===== src/rtl/peri_sample_fifo.sv =====
// Wishbone sample FIFO for the PDM microphone front-end: buffers 8-bit samples,
// exposes DATA/THRESH and STATUS/CTRL registers, and raises a fill-level interrupt.
module peri_sample_fifo #(
  parameter int Depth  = 16,
  parameter int LevelW = $clog2(Depth) + 1
) (
  input  logic       clk_i,
  input  logic       rst_ni,
  input  logic [7:0] sample_i,
  input  logic       sample_valid_i,
  input  logic       wb_we_i,
  input  logic       wb_adr_i,
  input  logic [7:0] wb_dat_i,
  input  logic       wb_stb_i,
  output logic [7:0] wb_dat_o,
  output logic       wb_ack_o,
  output logic       irq_o
);

  localparam int PtrW = LevelW - 1;

  logic [7:0]        mem [Depth];
  logic [PtrW-1:0]   wr_ptr, rd_ptr;
  logic [LevelW-1:0] level, level_next;
  logic [LevelW-1:0] threshold, thresh_next;
  logic              overflow, overflow_next;

  logic accept, rd_data, rd_status, wr_thresh, wr_ctrl;
  logic pop, push, flush, clr_ovf, ovf_set;
  logic full, empty;
  logic [4:0] level5;
  logic [7:0] status;

  assign full   = (level == LevelW'(Depth));
  assign empty  = (level == '0);
  assign level5 = 5'(level);
  assign status = {overflow, full, empty, level5};

  assign accept    = wb_stb_i && !wb_ack_o;
  assign rd_data   = accept && !wb_we_i && !wb_adr_i;
  assign rd_status = accept && !wb_we_i &&  wb_adr_i;
  assign wr_thresh = accept &&  wb_we_i && !wb_adr_i;
  assign wr_ctrl   = accept &&  wb_we_i &&  wb_adr_i;

  assign pop     = rd_data && !empty;
  assign flush   = wr_ctrl && wb_dat_i[0];
  assign clr_ovf = wr_ctrl && wb_dat_i[7];
  // A pop in the same cycle frees the head slot, so a full FIFO can still accept.
  assign push    = sample_valid_i && !flush && (!full || pop);
  assign ovf_set = sample_valid_i && !flush && full && !pop;

  always_comb begin
    level_next = level;
    if (flush) begin
      level_next = '0;
    end else begin
      level_next = level + LevelW'(push) - LevelW'(pop);
    end
  end

  always_comb begin
    thresh_next = threshold;
    if (wr_thresh) begin
      if (wb_dat_i[4:0] > 5'(Depth)) begin
        thresh_next = LevelW'(Depth);
      end else begin
        thresh_next = LevelW'(wb_dat_i[4:0]);
      end
    end
  end

  always_comb begin
    overflow_next = overflow;
    if (clr_ovf) begin
      overflow_next = 1'b0;
    end
    if (ovf_set) begin
      overflow_next = 1'b1;
    end
  end

  always_ff @(posedge clk_i) begin
    if (push) begin
      mem[wr_ptr] <= sample_i;
    end
  end

  always_ff @(posedge clk_i or negedge rst_ni) begin
    if (!rst_ni) begin
      wr_ptr    <= '0;
      rd_ptr    <= '0;
      level     <= '0;
      threshold <= '0;
      overflow  <= 1'b0;
      wb_ack_o  <= 1'b0;
      wb_dat_o  <= 8'h00;
      irq_o     <= 1'b0;
    end else begin
      wb_ack_o  <= accept;
      level     <= level_next;
      threshold <= thresh_next;
      overflow  <= overflow_next;
      irq_o     <= (thresh_next != '0) && (level_next >= thresh_next);

      if (flush) begin
        wr_ptr <= '0;
        rd_ptr <= '0;
      end else begin
        if (push) begin
          wr_ptr <= wr_ptr + PtrW'(1);
        end
        if (pop) begin
          rd_ptr <= rd_ptr + PtrW'(1);
        end
      end

      if (accept) begin
        if (wb_we_i) begin
          wb_dat_o <= 8'h00;
        end else if (rd_status) begin
          wb_dat_o <= status;
        end else begin
          wb_dat_o <= empty ? 8'h00 : mem[rd_ptr];
        end
      end
    end
  end

endmodule

===== config.mk =====
export PLATFORM = sky130hd
export DESIGN_NAME = peri_sample_fifo
export DESIGN_NICKNAME = d
export VERILOG_FILES = /design/src/rtl/peri_sample_fifo.sv
export SDC_FILE = /design/constraint.sdc
export NUM_CORES = 1
export LEC_CHECK = 0
export CAP_MARGIN = 20
export CORE_MARGIN = 5
export CORE_UTILIZATION = 54
export DETAILED_ROUTE_END_ITERATION = 7
export PLACE_DENSITY_LB_ADDON = 0.05
export SYNTH_ARGS = -nofsm -noshare
export SYNTH_HDL_FRONTEND = slang
export SYNTH_SLANG_ARGS = --single-unit

===== constraint.sdc =====
create_clock -name clk_i -period 3.5 [get_ports clk_i]
set_input_delay 0.875 -clock clk_i [delete_from_list [all_inputs] [get_ports clk_i]]
set_output_delay 0.875 -clock clk_i [all_outputs]
set_load 0.02 [all_outputs]

Word-level counts from Yosys, hierarchy flattened
Memory sizes are Yosys's and may differ from the RTL's. Cells that the tools add are included.

Memories: 1. Register bits: 29. Output and inout port bits: 10. RAM bits: 128. Logic and storage cells: 58.

Memory list: mem (depth 16, bits a word 8, rd ports 1, clocked after memory_dff 0, write ports 1, line 22) `logic [7:0] mem [Depth];`.

Equal/unequal tests: 1. Reductions and logical operators: 28. $add $sub $neg: 4. Muxes and demuxes: 14. Magnitude comparators: 2.

Operators with widths (count): 2-to-1 mux 8 bit (3); 2-to-1 mux 4 bit (4); logical AND 1 bit (15); 2-to-1 mux 5 bit (3); adder 4 x 1 -> 4 bit (second input constant) (2); logical NOT 1 bit (7); nonzero test 2 bit (3); adder 5 x 1 -> 5 bit (1); equality test 5 bit (second input constant) (1); greater-or-equal comparator 5 bit (1); greater-than comparator 5 bit (second input constant) (1); logical NOT 5 bit (1); nonzero test 5 bit (1); subtractor 5 x 1 -> 5 bit (1); 2-to-1 mux 1 bit (4); logical OR 1 bit (1).

Depth between registers and ports, before layout
Word-level depth: 13. Mapped depth: 20.

Worst setup path before layout
OpenSTA, ideal clock, no wires.

Path kind: in2reg. From: in wb_adr_i. To: reg irq_o. Path buffers: 1. Library setup time: 0.129 ns. Arrival time: 3.775 ns. Cell stages on the path: 19. Required time: 3.371 ns. Path slack: -0.404 ns. Path through: or4b_4 nand4_2 and3_1 buf_6 inv_6 ha_1 inv_1 ha_1 inv_1 fa_1 inv_1 a21oi_1 nor2_1 or3_1 a21oi_1 ha_1 o21ai_0 o21bai_1 o41a_1.

Cells in the longest elaborated chain, start to end: 10. Elaborated cells between the ends (all ways): 17. Those cells by class: add/sub (2); order compare (1); mux (2); reduce/logical (12).

RTL lines: from (decl) (line 12) `input logic wb_adr_i,`; logical AND 1 bit or logical NOT 1 bit (tied branches) (line 43, 40); logical AND 1 bit (on tied branches) (line 46, 40); logical NOT 1 bit or logical AND 1 bit (tied branches) (line 49, 45); logical AND 1 bit or logical OR 1 bit (tied branches) (line 49) `assign push = sample_valid_i && !flush && (!full || pop);`; logical AND 1 bit (line 49); adder 5 x 1 -> 5 bit (line 57) `level_next = level + LevelW'(push) - LevelW'(pop);`; subtractor 5 x 1 -> 5 bit (line 57); 2-to-1 mux 5 bit (*) (line 54) `if (flush) begin`; net level_next[4] (line 24) `logic [LevelW-1:0] level, level_next;`; greater-or-equal comparator 5 bit (*) (line 103) `irq_o <= (thresh_next != '0) && (level_next >= thresh_next);`; logical AND 1 bit (*) (line 103); to (signal assigned) (line 103); to (decl) (line 17) `output logic irq_o`.

The timed path passes the listed nets; every way through them passes the cells marked *. A chain may end at the register's enable or synchronous reset.

Worst setup path after layout
Ends and elaborated chain as after synthesis.

==> metrics.csv <==
metric,value,unit
status,"finished, final reports clean",
clock_latency,0.41,ns
core_area,12010,sq um
nets,483,
rrSetupSlack,0.20,ns
p_per_area,750.7,nW/um^2
routed_wl,12990,um
hold_viol,0,
timing.rr.end,irq_o,
yosysUniqueCellTypes,50,
cts_root_buf,clkbuf_16,
antenna_found_initial,0,
dpl-instance-area,7438,sq um
crit_arrival,3.77,ns
place_congestion,0.7874,
clk_path_buf_depth,2,
placed_cells,570,
dieArea,14540,sq um
design_area,8000,sq um
firstDrtPassIters,5,
synth_top_area_share,58.20,%
path_class,in2reg,
grt-ovfl-total,0,
cp-endpoint,irq_o,
hold_ws,0.5159,ns
diodes,0,
synth_area,6604,sq um
setup_viol,0,
dp_hpwl,8733,um
hold_class,reg2reg,
route.detailed.drc,0,
clock-sinks,157,
avgRoutedWirePerCell,21.51,um
setup_ws,0.02498,ns
pre_cts_slack,-0.8068,ns
relSlewSlack,52.08,%
cpMaxStageDelayCell,or4b_4,
vias_per_cell,5.714,
crit_top_cell,inv_2,
syn_area_per_cell,17.90,sq um
synthTopCellsByArea,"edfxtp_1 58%, dfrtp_1 11%, mux4_2 8.5%",
grt_util_all_layers,19.39,%
port_buffers,29,
cts_tree,built,
rr_worst_depth,18,
totalPowerFinal,6005,uW
critPathCaptureType,flop,
reg2reg_from,wb_ack_o,
mostFrequentLayoutCells,"128 x edfxtp_1, 34 x buf_4, 29 x dfrtp_1, 26 x clkdlybuf4s50_1, 25 x mux4_2",
die_w,120.6,um
fin_crit_sh,99.29,%
rows,40,
min_period,3.475,ns
grt_pass1_vias,3602,
netlist_instances,369,
io_pins,32,
startpoint_type,input pin,
area_growth,21.14,%
initial_core_util,54.98,%
drv_cap,0,
grt_pass1_wl,20270,um
cts_made_buffers,17,
antenna_left,0,
fmax,0.2878,GHz
die_y,120.6,um
yosys_warnings,0,
cp.required,3.79,ns
layout-drive-gt1-share,26.04,%
clk_pin_slew,0.06,ns
slowest_delay,0.55,ns
yosysTopAreaCell,edfxtp_1,
first_iter_violations,240,
rsz0062_at_grt,true,
final_cells,604,
layout_commonest_cell,edfxtp_1,
p_leak,0.002861,uW
critPathLaunch,wb_adr_i,
grt_max_degree,36,
path_cells,buf_6 > or4b_4 > nand4_4 > and3_4 > inv_8 > ha_4 > inv_2 > ha_4 > inv_2 > fa_2 > inv_2 > a21oi_2 > nor2_1 > or3_1 > a21oi_2 > ha_1 > o21ai_1 > o21bai_1 > o41a_1,
synth-seq-area-share,69.19,%
htreeDepth,4,
crit_fanout,3,
worst_clock_skew,0.005015,ns
final-max-slew-violation-count,0,
syn_nets,408,
routed-via-count,3451,
worst_slew_pin_slew,0.7187,ns
peakVddDrop,553.6,uV
ys_seq_elements,157,
cell usage after synthesis, drive strengths merged:
library cell,n
and2,8
a22o,1
a21oi,4
xor2,4
mux2,8
o21bai,1
a21o,2
nor4b,1
nor3,2
or3,1
nand3,2
nand3b,2
a222oi,5
nor2b,1
a221oi,1
o211ai,2
a211oi,1
dfrtp,29
nand4,4
buf,9
and4,1
fa,1
nor4,4
o41a,1
inv,20
ha,16
and3,1
nand2b,5
xnor2,3
or4b,1
nor2,15
o31ai,1
nand2,16
mux4,32
clkbuf,6
o21ai,14
mux2i,13
nor3b,3
edfxtp,128
worst min path at each step:
stage	to	cells past startpoint	slack [ns]	startpoint
6_report	wb_dat_o[4]	2	0.52	wb_dat_o[4]
5_1_grt	wb_dat_o[4]	2	0.56	wb_dat_o[4]
4_1_cts	wb_dat_o[4]	2	0.53	wb_dat_o[4]
3_5_place_dp	threshold[4]	2	0.51	threshold[4]
3_3_place_gp	wb_dat_o[4]	2	0.51	wb_dat_o[4]
2_1_floorplan	wb_dat_o[7]	2	0.47	overflow
worst max-delay path, delay by kind of cell:
| kind | cells | cell delay (ns) |
|---|---|---|
| AO/OA/AOI/OAI | 5 | 0.53 |
| adder cells (fa/ha/maj) | 4 | 0.84 |
| buffers and inverters | 5 | 0.26 |
| AND/OR/NAND/NOR | 5 | 1.26 |
report_power, final:
group / leakage, uW / internal [uW] / total, uW / switching (uW)
clock: 0.000260 / 1030 / 1690 / 659
sequential: 0.00152 / 2290 / 2490 / 198
combinational: 0.00108 / 936 / 1830 / 892
sequential cells by signal, summed over array words and instances, names as in the netlist:
name / flops
wb_dat_o: 8
rd_ptr: 4
overflow: 1
wr_ptr: 4
level: 5
mem: 128
irq_o: 1
wb_ack_o: 1
threshold: 5
through the flow:
stage,setup TNS [ns],utilization (%)
6_report,0,66.60
5_1_grt,-0.05646,66.60
4_1_cts,0,66.42
3_5_place_dp,-1.086,61.93
3_3_place_gp,-1.008,61.93
2_1_floorplan,-0.3333,-
per-layer routing:
metal / up-vias / wire length [um] / share of wire, % / global-route usage [%]
met3: 9 / 554 / 4.3 / 4.630
li1: 1602 / - / - / -
met4: 0 / 120 / 0.92 / 5.737
met5: - / 0 / 0 / 0
met2: 66 / 6655 / 51 / 32.24
met1: 1774 / 5663 / 44 / 25.67
timing repair:
| item | in CTS | in global routing |
|---|---|---|
| hold buffers | 0 | 0 |
| gates resized for setup | 13 | 4 |
| setup buffers | 1 | 1 |
| endpoints found under the setup margin | 1 | 1 |
| pin swaps | 9 | 1 |
final cells by class:
cell class	instances	area, sq um
Clock buffer	21	440.4
Clock inverter	11	100.1
Fill cell	830	4011
Inverter	20	82.58
Multi-Input combinational cell	177	1927
Sequential cell	157	4569
Tap cell	147	183.9
Timing Repair Buffer	71	696.9
logic make-up (layout without fill, tap and decap cells):
group | after synthesis | after routing | share of synthesized area (%)
multiplexers | 53 | 53 | 14.65
AO/OA/AOI/OAI | 33 | 33 | 3.448
adder cells (fa/ha/maj) | 17 | 17 | 3.335
buffers and inverters | 35 | 123 | 2.615
AND/OR/NAND/NOR | 67 | 67 | 5.836
flip-flops | 157 | 157 | 69.19
XOR/XNOR | 7 | 7 | 0.9284
Note: power is estimated with default switching activity, not from simulation.
